`src/rtl/vm1_bus_pkg.sv`:
```
// Shared definitions for the VM1 bus-cycle sequencer: state encoding, widths, timeout default.
package vm1_bus_pkg;

  localparam int unsigned AD_W            = 16;
  localparam int unsigned CNT_W           = 8;
  localparam int unsigned TIMEOUT_DEFAULT = 64;

  typedef enum logic [2:0] {
    S_IDLE     = 3'd0,
    S_ADDR     = 3'd1,
    S_DIN      = 3'd2,
    S_DOUT     = 3'd3,
    S_RMW_HOLD = 3'd4,
    S_END      = 3'd5,
    S_DMA_GNT  = 3'd6,
    S_DMA_OWN  = 3'd7
  } state_t;

  // Registered bus-side outputs of the sequencer
  typedef struct packed {
    logic [AD_W-1:0] ad;
    logic            ad_oe;
    logic            sync;
    logic            din;
    logic            dout;
    logic            wtbt;
    logic            dmgo;
  } bus_out_t;

endpackage

```
`src/rtl/vm1_bus_sequencer_if.sv`:
```
// Asynchronous VM1 bus: multiplexed AD lines, strobes, reply and DMA handshake.
interface vm1_bus_sequencer_if;
  import vm1_bus_pkg::*;

  logic [AD_W-1:0] bus_ad_out;
  logic            bus_ad_oe;
  logic            bus_sync;
  logic            bus_din;
  logic            bus_dout;
  logic            bus_wtbt;
  logic            bus_rply;
  logic            bus_dmr;
  logic            bus_dmgo;
  logic            bus_sack;

  modport master (
    output bus_ad_out, bus_ad_oe, bus_sync, bus_din, bus_dout, bus_wtbt, bus_dmgo,
    input  bus_rply, bus_dmr, bus_sack
  );

  modport slave (
    input  bus_ad_out, bus_ad_oe, bus_sync, bus_din, bus_dout, bus_wtbt, bus_dmgo,
    output bus_rply, bus_dmr, bus_sack
  );
endinterface

```
`src/rtl/vm1_bus_timer.sv`:
```
// Saturating cycle counter with synchronous clear; flags when the limit has been reached.
module vm1_bus_timer
  import vm1_bus_pkg::*;
#(
  parameter int unsigned LIMIT = TIMEOUT_DEFAULT
) (
  input  logic clkdbi,
  input  logic reset_n,
  input  logic clear,
  output logic expired
);

  logic [CNT_W-1:0] count;

  always_ff @(posedge clkdbi or negedge reset_n) begin
    if (!reset_n)            count <= '0;
    else if (clear)          count <= '0;
    else if (count != '1)    count <= count + CNT_W'(1);
  end

  assign expired = (count >= CNT_W'(LIMIT));

endmodule

```
`src/rtl/vm1_bus_sequencer.sv`:
```
// Bus-cycle sequencer and single-master DMA arbiter: CPU requests to SYNC/DIN/DOUT/RPLY cycles.
module vm1_bus_sequencer
  import vm1_bus_pkg::*;
#(
  parameter int unsigned TIMEOUT = TIMEOUT_DEFAULT
) (
  input  logic             clkdbi,
  input  logic             reset_n,
  input  logic             req_rd,
  input  logic             req_wr,
  input  logic             req_rmw,
  input  logic             req_byte,
  input  logic [AD_W-1:0]  dba,
  input  logic [AD_W-1:0]  dbo,
  vm1_bus_sequencer_if.master bus,
  output logic             cedbi,
  output logic             din_active,
  output logic             done,
  output logic             buserr,
  output logic             busy
);

  state_t          state, state_d;
  bus_out_t        out_q, out_d;
  logic            is_wr, is_wr_d;
  logic            done_wr, done_wr_d;
  logic            done_seen, done_seen_d;
  logic            done_rd;
  logic [AD_W-1:0] ad_d;
  logic            wtbt_d;
  logic            tmr_clear;
  logic            expired;

  vm1_bus_timer #(.LIMIT(TIMEOUT)) u_timer (
    .clkdbi  (clkdbi),
    .reset_n (reset_n),
    .clear   (tmr_clear),
    .expired (expired)
  );

  always_ff @(posedge clkdbi or negedge reset_n) begin
    if (!reset_n) begin
      state      <= S_IDLE;
      out_q      <= '0;
      is_wr      <= 1'b0;
      done_wr    <= 1'b0;
      done_seen  <= 1'b0;
      din_active <= 1'b0;
      busy       <= 1'b0;
    end else begin
      state      <= state_d;
      out_q      <= out_d;
      is_wr      <= is_wr_d;
      done_wr    <= done_wr_d;
      done_seen  <= done_seen_d;
      din_active <= (state_d == S_DIN);
      busy       <= (state_d != S_IDLE);
    end
  end

  // Reply-driven strobes (cedbi, read done, buserr) are Mealy so capture lands in the RPLY cycle
  always_comb begin
    state_d   = state;
    is_wr_d   = is_wr;
    done_wr_d = 1'b0;
    done_rd   = 1'b0;
    cedbi     = 1'b0;
    buserr    = 1'b0;
    ad_d      = '0;
    wtbt_d    = 1'b0;

    case (state)
      S_IDLE: begin
        if (bus.bus_dmr) begin
          state_d = S_DMA_GNT;
        end else if (req_rd || req_wr) begin
          state_d = S_ADDR;
          is_wr_d = !req_rd;
          ad_d    = dba;
          wtbt_d  = !req_rd;
        end
      end
      S_ADDR: begin
        if (is_wr) begin
          state_d = S_DOUT;
          ad_d    = dbo;
          wtbt_d  = req_byte;
        end else begin
          state_d = S_DIN;
        end
      end
      S_DIN: begin
        if (bus.bus_rply) begin
          cedbi   = 1'b1;
          done_rd = 1'b1;
          state_d = req_rmw ? S_RMW_HOLD : S_END;
        end else if (expired) begin
          buserr  = 1'b1;
          state_d = S_IDLE;
        end
      end
      S_RMW_HOLD: begin
        if (req_wr) begin
          state_d = S_DOUT;
          is_wr_d = 1'b1;
          ad_d    = dbo;
          wtbt_d  = req_byte;
        end
      end
      S_DOUT: begin
        ad_d   = out_q.ad;
        wtbt_d = out_q.wtbt;
        if (bus.bus_rply) begin
          state_d   = S_END;
          done_wr_d = 1'b1;
          ad_d      = '0;
          wtbt_d    = 1'b0;
        end else if (expired) begin
          buserr  = 1'b1;
          state_d = S_IDLE;
          ad_d    = '0;
          wtbt_d  = 1'b0;
        end
      end
      S_END: begin
        if (!bus.bus_rply) begin
          state_d = S_IDLE;
        end else if (expired) begin
          buserr  = !(done_seen || done_wr);
          state_d = S_IDLE;
        end
      end
      S_DMA_GNT: begin
        if (bus.bus_sack)  state_d = S_DMA_OWN;
        else if (expired)  state_d = S_IDLE;
      end
      S_DMA_OWN: begin
        if (!bus.bus_sack) state_d = S_IDLE;
      end
      default: state_d = S_IDLE;
    endcase

    done = done_rd || done_wr;

    // Each data phase (ADDR start or DOUT entry) begins with no completion reported yet
    if (state_d == S_ADDR || (state_d == S_DOUT && state != S_DOUT))
      done_seen_d = 1'b0;
    else
      done_seen_d = done_seen || done;

    tmr_clear = (state_d != state) &&
                (state_d inside {S_DIN, S_DOUT, S_END, S_DMA_GNT});

    out_d.ad    = ad_d;
    out_d.ad_oe = (state_d inside {S_ADDR, S_DOUT});
    out_d.sync  = (state_d inside {S_ADDR, S_DIN, S_RMW_HOLD, S_DOUT});
    out_d.din   = (state_d == S_DIN);
    out_d.dout  = (state_d == S_DOUT);
    out_d.wtbt  = wtbt_d;
    out_d.dmgo  = (state_d == S_DMA_GNT);
  end

  assign bus.bus_ad_out = out_q.ad;
  assign bus.bus_ad_oe  = out_q.ad_oe;
  assign bus.bus_sync   = out_q.sync;
  assign bus.bus_din    = out_q.din;
  assign bus.bus_dout   = out_q.dout;
  assign bus.bus_wtbt   = out_q.wtbt;
  assign bus.bus_dmgo   = out_q.dmgo;

endmodule
```
`src/flat_wrapper.sv`:
```
// flat-port wrapper written by rule: the top's interface ports become plain ports
module vm1_bus_sequencer_flat import vm1_bus_pkg::*;
#(
  parameter int unsigned TIMEOUT = TIMEOUT_DEFAULT
)
  (clkdbi, reset_n, req_rd, req_wr, req_rmw, req_byte, dba, dbo, cedbi, din_active, done, buserr, busy, bus_bus_ad_out, bus_bus_ad_oe, bus_bus_sync, bus_bus_din, bus_bus_dout, bus_bus_wtbt, bus_bus_dmgo, bus_bus_rply, bus_bus_dmr, bus_bus_sack);
  vm1_bus_sequencer_if bus_i ();
  input  logic clkdbi;
  input  logic reset_n;
  input  logic req_rd;
  input  logic req_wr;
  input  logic req_rmw;
  input  logic req_byte;
  input  logic [AD_W-1:0] dba;
  input  logic [AD_W-1:0] dbo;
  output logic cedbi;
  output logic din_active;
  output logic done;
  output logic buserr;
  output logic busy;
  output wire logic [$bits(bus_i.bus_ad_out)-1:0] bus_bus_ad_out;
  output wire logic [$bits(bus_i.bus_ad_oe)-1:0] bus_bus_ad_oe;
  output wire logic [$bits(bus_i.bus_sync)-1:0] bus_bus_sync;
  output wire logic [$bits(bus_i.bus_din)-1:0] bus_bus_din;
  output wire logic [$bits(bus_i.bus_dout)-1:0] bus_bus_dout;
  output wire logic [$bits(bus_i.bus_wtbt)-1:0] bus_bus_wtbt;
  output wire logic [$bits(bus_i.bus_dmgo)-1:0] bus_bus_dmgo;
  input wire logic [$bits(bus_i.bus_rply)-1:0] bus_bus_rply;
  input wire logic [$bits(bus_i.bus_dmr)-1:0] bus_bus_dmr;
  input wire logic [$bits(bus_i.bus_sack)-1:0] bus_bus_sack;
  assign bus_bus_ad_out = bus_i.bus_ad_out;
  assign bus_bus_ad_oe = bus_i.bus_ad_oe;
  assign bus_bus_sync = bus_i.bus_sync;
  assign bus_bus_din = bus_i.bus_din;
  assign bus_bus_dout = bus_i.bus_dout;
  assign bus_bus_wtbt = bus_i.bus_wtbt;
  assign bus_bus_dmgo = bus_i.bus_dmgo;
  assign bus_i.bus_rply = bus_bus_rply;
  assign bus_i.bus_dmr = bus_bus_dmr;
  assign bus_i.bus_sack = bus_bus_sack;
  vm1_bus_sequencer #(.TIMEOUT(TIMEOUT)) u_core (.clkdbi(clkdbi), .reset_n(reset_n), .req_rd(req_rd), .req_wr(req_wr), .req_rmw(req_rmw), .req_byte(req_byte), .dba(dba), .dbo(dbo), .bus(bus_i), .cedbi(cedbi), .din_active(din_active), .done(done), .buserr(buserr), .busy(busy));
endmodule
```
`config.mk`:
```
export PLATFORM = sky130hd
export DESIGN_NAME = vm1_bus_sequencer_flat
export DESIGN_NICKNAME = d
export VERILOG_FILES = /design/src/rtl/vm1_bus_pkg.sv /design/src/rtl/vm1_bus_sequencer_if.sv /design/src/rtl/vm1_bus_timer.sv /design/src/rtl/vm1_bus_sequencer.sv /design/src/flat_wrapper.sv
export SDC_FILE = /design/constraint.sdc
export NUM_CORES = 1
export LEC_CHECK = 0
export ABC_AREA = 1
export CAP_MARGIN = 30
export CORE_MARGIN = 2
export CORE_UTILIZATION = 44
export CTS_BUF_LIST = sky130_fd_sc_hd__clkbuf_16
export CTS_CLUSTER_DIAMETER = 80
export CTS_CLUSTER_SIZE = 24
export DETAILED_ROUTE_END_ITERATION = 12
export HOLD_SLACK_MARGIN = 0.08
export PLACE_DENSITY_LB_ADDON = 0.1
export SETUP_SLACK_MARGIN = 0.02
export SLEW_MARGIN = 20
export SYNTH_ARGS = -nofsm -noshare
export SYNTH_HDL_FRONTEND = slang
export SYNTH_SLANG_ARGS = --single-unit
```
`constraint.sdc`:
```
create_clock -name clkdbi -period 2.2 [get_ports clkdbi]
set_input_delay 0.44 -clock clkdbi [delete_from_list [all_inputs] [get_ports clkdbi]]
set_output_delay 0.44 -clock clkdbi [all_outputs]
set_load 0.01 [all_outputs]
```
# Word level (Yosys, flattened, before mapping)

Index checks and enable logic that the tools add are counted.

Register bits after elaboration: 37
Bits of input ports: 41

$add $sub $neg: 1
Order comparisons: 1
Equality and inequality tests: 20
Mux-type cells: 41
Reduce and logical (&&, ||, !) cells: 18

Operators with widths:

| operator                                               | count |
|---|---|
| 2-to-1 mux 16 bit                                      | 6 |
| one-hot mux 16 bit (4 select lines)                    | 1 |
| 2-to-1 mux 3 bit                                       | 9 |
| one-hot mux 3 bit (8 select lines)                     | 1 |
| == test 3 bit (second input constant)                  | 7 |
| 2-to-1 mux 1 bit                                       | 19 |
| 2-to-1 mux 8 bit                                       | 2 |
| == test 3 x 2 -> 1 bit (second input constant)         | 4 |
| adder 8 x 1 -> 8 bit (second input constant)           | 1 |
| >= comparator 8 x 7 -> 1 bit (second input constant)   | 1 |
| inequality test 8 bit (second input constant)          | 1 |
| nonzero test 4 bit                                     | 2 |
| == test 3 x 1 -> 1 bit (second input constant)         | 2 |
| inequality test 3 x 2 -> 1 bit (second input constant) | 2 |
| nonzero test 2 bit                                     | 3 |
| logical OR 1 bit                                       | 5 |
| inequality test 2 bit (second input constant)          | 2 |
| one-hot mux 1 bit (2 select lines)                     | 2 |
| one-hot mux 1 bit (4 select lines)                     | 1 |
| AND reduction 4 bit                                    | 1 |
| logical NOT 3 bit                                      | 1 |
| inequality test 3 bit                                  | 1 |
| nonzero test 3 bit                                     | 1 |
| logical AND 1 bit                                      | 2 |
| other kinds (3)                                        | 4 |

# Longest topological paths before layout

Gate-level depths: netlist of run 1.

Depth after elaboration: 8
Gate-level depth with buffers: 12

# Modules after synthesis

Synthesis of run 1 repeated with hierarchy kept, for this count alone.

Cell total of the unflattened synthesis: 293
Area, all modules: 2212.1 um^2

By module, submodules not included:

| module            | instances | cells each | area an instance (um^2) | sequential area each (um^2) |
|---|---|---|---|---|
| vm1_bus_sequencer | 1         | 233        | 1736.7                  | 725.7 |
| vm1_bus_timer     | 1         | 60         | 475.5                   | 200.2 |

# Least setup slack after synthesis of run 1

No wires, ideal clock.

Kind: register to register
From: reg u_core.u_timer.count[0]
To: reg u_core.u_timer.count[2]
Setup time: 77 ps
Arrival time: 1462 ps
Slack: 661 ps
Cell stages (with the launch flop): 11
Cells stage by stage: dfrtp_1 > ha_1 > nand2_1 > nor2_1 > nand3_1 > nor2_1 > nand2_1 > nand2_1 > xnor2_1 > inv_1 > a21oi_1

Longest elaborated chain between the ends: 8

RTL lines:

| what                                                           | line                     | text |
|---|---|---|
| start: declaration                                             | vm1_bus_timer.sv:13      | `logic [CNT_W-1:0] count;` |
| start signal: assignment                                       | vm1_bus_timer.sv:18      | `else if (count != '1) count <= count + CNT_W'(1);` |
| >= comparator 8 x 7 -> 1 bit                                   | vm1_bus_timer.sv:21      | `assign expired = (count >= CNT_W'(LIMIT));` |
| 2-to-1 mux 3 bit                                               | -                        |  |
| 2-to-1 mux 3 bit, on equally long branches                     | -                        |  |
| one-hot mux 3 bit (8 select lines)                             | vm1_bus_sequencer.sv:72  | `case (state)` |
| == test 3 x 2 -> 1 bit / == test 3 bit (equally long branches) | vm1_bus_sequencer.sv:152 | `(state_d inside {S_DIN, S_DOUT, S_END, S_DMA_GNT});` |
| nonzero test 4 bit                                             | vm1_bus_sequencer.sv:152 |  |
| logical AND 1 bit                                              | vm1_bus_sequencer.sv:151 | `tmr_clear = (state_d != state) &&` |
| 2-to-1 mux 8 bit / nonzero test 2 bit (equally long branches)  | -                        |  |

Several ways; a longest one is shown, not always the timed one. The select of a mux whose other input is x is not followed.
A chain may end at the register's enable or synchronous reset.

# Worst setup path in the final report of run 1

From: in bus_bus_rply
To: out buserr

Longest elaborated chain between the ends: 2

RTL lines:

| what                                       | line                                              | text |
|---|---|---|
| start: declaration                         | flat_wrapper.sv:28                                | `input wire logic [$bits(bus_i.bus_rply)-1:0] bus_bus_rply;` |
| 2-to-1 mux 1 bit, on equally long branches | vm1_bus_sequencer.sv:126, vm1_bus_sequencer.sv:93 |  |
| one-hot mux 1 bit (2 select lines) (*)     | vm1_bus_sequencer.sv:72                           |  |
| end: declaration                           | flat_wrapper.sv:19                                | `output logic buserr;` |

Mark *: on every way between the ends. The rest lies on a longest branch, timed or not.

==> results of run 1 <==
power by group:
group	switching (W)	internal, W	leakage [nW]
sequential	0.000175	0.000930	0.485
clock	0.000257	0.000411	0.0748
combinational	0.00108	0.000876	0.867
total	0.00151	0.00222	1.43
logic make-up after synthesis:
family,Yosys count
simple gates,132
flops,37
compound gates,33
buf+inv,28
xor+xnor,4
fa+ha+maj,1
worst paths after layout:
path,endpoint,slack (ns),cells after the start
min reg2reg,u_core.bus.bus_ad_out[14]$_DFFE_PN0P_,0.48,2
min in group asynchronous,u_core.is_wr$_DFFE_PN0P_,0.54,2
max in group asynchronous,u_core.bus.bus_ad_out[12]$_DFFE_PN0P_,1.24,3
max,buserr,0.09,6
min,u_core.bus.bus_ad_out[14]$_DFFE_PN0P_,0.48,2
max reg2reg,u_core.u_timer.count[6]$_DFFE_PN0P_,0.35,9
layout make-up:
class | count | share of cell area
flip-flops and latches | 37 | 0.322
multi-input cells | 170 | 0.313
repair buffers | 78 | 0.265
clock buffers | 5 | 0.0435
inverters | 22 | 0.0287
well taps | 52 | 0.0226
clock inverters | 3 | 0.00479
routing by layer:
metal,GRT usage,up-vias,wire (um)
li1,-,930,-
met1,0.269,863,2080
met2,0.378,52,2550
met3,0.0556,4,259
met4,0.0671,0,59
met5,0,-,0
placed cells by master, fill, tap and decap left out, drive strengths merged, types with 2 or more instances in the layout:
master,instances
nand3,16
clkinv,2
a21oi,10
nand2,83
dlygate4sd2,2
buf,11
clkdlybuf4s50,63
xnor2,3
nor2,22
o21ai,4
dfrtp,37
inv,23
clkbuf,5
nand4,6
a22oi,16
nor3,4
worst max-delay path, cell delays in order:
cell and delay (ns):
clkdlybuf4s50_1 0.52, nand2_1 0.08, nor2_2 0.13, nand2_1 0.07
a21oi_1 0.17, clkdlybuf4s15_1 0.26
stage by stage:
stage	total power, W	setup slack (ns)	std cells
3_3_place_gp	0.00304	-0.216	357
6_report	0.00373	0.0898	367
2_1_floorplan	0.00230	0.661	235
4_1_cts	0.00378	0.0490	365
3_5_place_dp	0.00308	-0.231	357
5_1_grt	0.00405	0.0246	367
timing repair:
action / 4_1_cts / 5_1_grt
hold buffers: 0 / 1
setup endpoints to repair: 3 / 1
hold endpoints to repair: 0 / 6
gates resized for setup: 3 / 1
==> PnR_summary.wiki, run 1 <==
{| class="wikitable"
! Metric !! Value
|-
| Chip Height || between 70 and 80 um
|-
| Count of unresolved DRC violations after routing || 0
|-
| Number of endpoints failing setup at the final stage || 0
|-
| Sum of negative setup slack || 0 ns
|-
| Fraction of layout cells with a size suffix above 1 || 0.130
|-
| Post-synthesis net count || 277
|-
| Worst skew pair latency || 0.27 ns
|-
| Global-route wire length before repair || 8.49 mm
|-
| Maximum clock skew at final layout || 0.00429 ns
|-
| Global Route Usage Sum || 0.218
|-
| Worst setup path category || in -> out
|-
| Largest register FFs || 16
|-
| Root cell of the clock tree || clkbuf_16
|-
| Die area || about 0.005 mm2
|-
| I/O pin total || a little under 70
|-
| Core area || approximately 0.0043 mm2
|-
| Post-synthesis mux area share || 0
|-
| Beginning of the worst hold path || u_core.bus.bus_ad_out[14]$_DFFE_PN0P_
|-
| Total wire length after detailed routing || between 4 and 5 mm
|-
| Initial antenna violation count || 0
|-
| Core Rows || 24
|-
| Number of warnings printed during yosys synthesis || 0
|-
| Min-Delay Path Class || reg -> reg
|-
| Dominant combinational cell family by area after synthesis || simple AND/OR/NAND/NOR gates
|-
| RSZ-0062 raised after global routing || no
|-
| Netlist Area Pre-Place || roughly 0.0020 mm2
|-
| Clock transition at path regs || roughly 0.05 ns
|-
| Number of flip-flops and latches in the synthesized netlist || 37
|-
| Post-place instance area || 0.00271 mm2
|-
| Die outline width || approximately 71 um
|-
| Final nets || 356
|-
| Vias in the first global route || 1824
|-
| Global route total overflow || 0
|-
| Post-Synthesis Cells || 235
|-
| Pin count of the biggest net entering global routing || 38
|-
| Total number of vias || 1849
|-
| Data arrival time of the critical path || ~1.7 ns
|-
| Combined area of the multi-input logic cells || 901 um2
|-
| Outcome || completed
|-
| Final count of pins violating max slew || 0
|-
| Worst Setup SP || bus_bus_rply
|-
| Simple-gate share of the synthesized area || 0.322
|-
| Postcts setup bufs || 0
|-
| Count of H-tree levels built during CTS || 2
|-
| Final Critical Period || 2.11 ns
|-
| Achievable frequency || 474 MHz
|-
| Nature of the critical path endpoint || output pin
|-
| Yosys cell types || 31
|-
| Critical path fanouts, max || 4
|-
| Clock sinks || 37
|-
| Compound-Gate Fraction of Synth Area || 0.115
|-
| Buffer depth of the longest clock path || 2
|-
| Dominant cells by area after synthesis || dfrtp_1 47%, nand2_1 15%, a22oi_1 6.1%, inv_1 3.5%, nor2_1 3.5%
|-
| Post-synthesis to final-layout area growth || 47.1%
|-
| Cell accounting for the most synthesized area || dfrtp_1
|-
| Proportion of synthesized chip area in sequential cells || 0.474
|-
| Async S/R FF share, synth || 1.00
|-
| Count of fill cells added during filler insertion || 383
|-
| Post-route design area || between 0.002 and 0.003 mm2
|-
| Most frequent cell after synthesis || nand2_1
|-
| Detail Placement HPWL || 3.71 mm
|-
| Share of the synthesized netlist area taken by xor and xnor gates || 0.0179
|-
| Clock tree from TritonCTS || done
|-
| Most used flip-flop cell after synthesis || dfrtp_1
|-
| Antenna-violating nets left || 0
|-
| Vias/cell || 5.04
|-
| Hold Worst Slack || 0.476 ns
|-
| Measured slew at the worst slew-check pin || between 0.3 and 0.4 ns
|-
| Inserted Diodes || 0
|-
| Synthesized-area fraction occupied by adder cells || 0.00641
|-
| Per-cell routed wire length || approximately 13 um
|-
| Portion of the clock cycle consumed by the worst path in the final layout || 0.959
|-
| Utilization of the core after routing || 0.665
|-
| Critical R2R Launch || u_core.state[1]$_DFF_PN0_
|-
| Required time of the worst setup path || about 1.8 ns
|-
| Sequential cell area || around 930 um2
|-
| Rel. slew slack || 0.774
|-
| Static leakage power || around 1.4 nW
|-
| Maximum vdd ir drop || a little under 0.6 mV
|-
| Startpoint Class || primary input
|-
| Area share of the largest cell type after synthesis || 0.474
|-
| Number of enable flip-flop cells after synthesis || 0
|-
| Number of hold violations in the final report || 0
|-
| Synth cell count leaders || 76 x nand2_1, 37 x dfrtp_1, 18 x inv_1, 18 x nor2_1, 16 x a22oi_1
|-
| Mapped Avg Cell Area || roughly 8.3 um2
|-
| Effective utilization at floorplan || 0.452
|-
| Power density normalized to cell area || approximately 1300 mW/mm2
|-
| Router iterations before antenna repair || 4
|-
| Starting DRT DRC Count || around 120
|-
| Final GP Congestion || 0.798
|-
| IO Port Bufs || 67
|-
| Number of CTS-inserted buffers || 5
|-
| Total of max-cap violations || 0
|}
Power figures use the tool's default switching activity.
==> run 2, diff against run 1 <==
--- a/config.mk
+++ b/config.mk
@@ -7,6 +7,7 @@
 export LEC_CHECK = 0
 export ABC_AREA = 1
 export CAP_MARGIN = 30
+export CORE_ASPECT_RATIO = 0.75
 export CORE_MARGIN = 2
 export CORE_UTILIZATION = 44
 export CTS_BUF_LIST = sky130_fd_sc_hd__clkbuf_16
==> PnR_summary.wiki, run 2 (same netlist as run 1, synthesis figures left out) <==
{| class="wikitable"
! Metric !! Value
|-
| IO Port Bufs || 67
|-
| Clock transition at path regs || 0.06 ns
|-
| Core area || a little over 0.004 mm2
|-
| Router iterations before antenna repair || 4
|-
| Cell at the slowest stage of the critical path || dfrtp_2
|-
| Per-cell routed wire length || 13.1 um
|-
| Total wire length after detailed routing || roughly 4.8 mm
|-
| Pin count of the biggest net entering global routing || 38
|-
| Core Rows || 20
|-
| Commonest non-fill, non-tap cell in the layout || nand2_1
|-
| Die outline width || a little over 80 um
|-
| Final GP Congestion || a little over 0.8
|-
| Static leakage power || 1.43 nW
|-
| Worst skew pair latency || between 0.2 and 0.3 ns
|-
| Min-Delay Path Class || in -> async
|-
| Count of fill cells added during filler insertion || about 330
|-
| Number of endpoints failing setup at the final stage || 0
|-
| Post-synthesis to final-layout area growth || 47.1%
|-
| Commonest non-fill, non-tap cells in the layout || 76 x nand2_1, 62 x clkdlybuf4s50_1, 34 x dfrtp_1
|-
| I/O pin total || a little under 70
|-
| Global route total overflow || 0
|-
| Worst-path cell chain || nand4_1 > inv_1 > or2_2 > dlygate4sd2_1
|-
| Initial antenna violation count || 0
|-
| Achievable frequency || 504 MHz
|-
| Detail Placement HPWL || between 3 and 4 mm
|-
| Rel. slew slack || 0.461
|-
| Clock sinks || 37
|-
| Count of H-tree levels built during CTS || 2
|-
| Slowest stage delay, CP || roughly 0.47 ns
|-
| RSZ-0062 raised after global routing || no
|-
| Starting DRT DRC Count || approximately 120
|-
| Maximum vdd ir drop || 0.692 mV
|-
| Global-route wire length before repair || between 7 and 8 mm
|-
| Root cell of the clock tree || clkbuf_16
|-
| Critical path fanouts, max || 8
|-
| Chip Height || a little over 60 um
|-
| Effective utilization at floorplan || 0.470
|-
| Total of max-cap violations || 0
|-
| Data arrival time of the critical path || about 1.5 ns
|-
| Total number of vias || ~1.8k
|-
| Hold Worst Slack || roughly 0.25 ns
|-
| Startpoint Class || flip-flop
|-
| Design Power || roughly 0.0038 W
|-
| Power density normalized to cell area || 1330 mW/mm2
|-
| Final nets || around 360
|-
| Nature of the critical path endpoint || output pin
|-
| Required time of the worst setup path || ~1.8 ns
|-
| Clock tree from TritonCTS || done
|-
| Die area || between 0.004 and 0.005 mm2
|-
| Global Route Usage Sum || 0.202
|-
| Fraction of layout cells with a size suffix above 1 || 0.143
|-
| Number of hold violations in the final report || 0
|-
| Measured slew at the worst slew-check pin || just over 0.8 ns
|-
| Vias/cell || between 4 and 5
|-
| Outcome || completed
|-
| Worst setup path category || reg -> out
|-
| Largest register FFs || 16
|-
| Final count of pins violating max slew || 0
|-
| Vias in the first global route || ~1.6k
|-
| Maximum clock skew at final layout || slightly below 0.002 ns
|-
| Buffer depth of the longest clock path || 2
|-
| Number of CTS-inserted buffers || 5
|-
| Final Critical Period || about 2.0 ns
|-
| Portion of the clock cycle consumed by the worst path in the final layout || 0.902
|-
| Count of unresolved DRC violations after routing || 0
|-
| Inserted Diodes || 0
|-
| Antenna-violating nets left || 0
|}
[run 2: final timing paths]
path                                                        from                                     to  slack [ns]  depth (start not counted)
min reg2reg                u_core.bus.bus_ad_out[14]$_DFFE_PN0P_  u_core.bus.bus_ad_out[14]$_DFFE_PN0P_        0.48                          2
max in group asynchronous                                reset_n              u_core.state[2]$_DFF_PN0_        1.38                          1
min                                                      reset_n    u_core.u_timer.count[3]$_DFFE_PN0P_        0.25                          1
min in group clkdbi        u_core.bus.bus_ad_out[14]$_DFFE_PN0P_  u_core.bus.bus_ad_out[14]$_DFFE_PN0P_        0.48                          2
max reg2reg                            u_core.state[1]$_DFF_PN0_    u_core.u_timer.count[6]$_DFFE_PN0P_        0.35                          9
max                                    u_core.state[1]$_DFF_PN0_                                   done        0.22                          4
[run 2: area by class of cell]
class / instances / area, um2 / area share
Clock inverter: 2 / 11.3 / 0.00392
Tap cell: 55 / 68.8 / 0.0240
Sequential cell: 37 / 930 / 0.324
Multi-Input combinational cell: 170 / 901 / 0.314
Timing Repair Buffer: 79 / 754 / 0.263
Clock buffer: 5 / 125 / 0.0436
Inverter: 22 / 82.6 / 0.0287
[run 2: repair_timing]
| action | in CTS | in global routing |
|---|---|---|
| endpoints found under the setup margin | 3 | 1 |
| resized for setup | 6 | 1 |
| hold buffers | 0 | 0 |
| setup buffers | 2 | 0 |
[run 2: per-stage QoR]
step           std cells  worst slack (ns)  area (um2)  utilization  setup TNS [ns]
2_1_floorplan        235             0.661        1950            -               0
3_3_place_gp         361            -0.153        2720        0.655          -0.412
3_5_place_dp         361            -0.184        2720        0.655          -0.514
4_1_cts              370            0.0757        2870        0.691               0
5_1_grt              370             0.160        2870        0.692               0
6_report             370             0.215        2870        0.692               0
[run 2: report_power, final]
group	internal (W)	switching, W
clock network	0.000409	0.000271
registers	0.000935	0.000164
logic	0.000920	0.00112
total	0.00226	0.00156
[run 2: layer usage]
metal	GRT usage	vias to the layer above	part of all wire
met1	0.290	820	0.48
met4	0.0557	0	0.011
li1	-	929	-
met3	0.0462	7	0.056
met5	0	-	0
met2	0.313	51	0.45
[run 2: critical path: cells and delay by family, from the launching register on]
kind                   cells  cell delay, ns
buffers and inverters      2            0.36
DFF                        1            0.47
and+or+nand+nor            2            0.43
==> run 3, diff against run 2 <==
--- a/config.mk
+++ b/config.mk
@@ -14,7 +14,6 @@
 export CTS_CLUSTER_DIAMETER = 80
 export CTS_CLUSTER_SIZE = 24
 export DETAILED_ROUTE_END_ITERATION = 12
-export HOLD_SLACK_MARGIN = 0.08
 export PLACE_DENSITY_LB_ADDON = 0.1
 export SETUP_SLACK_MARGIN = 0.02
 export SLEW_MARGIN = 20
==> results of run 3 <==
Final layout, timing and power as in run 2 (identical DEF).
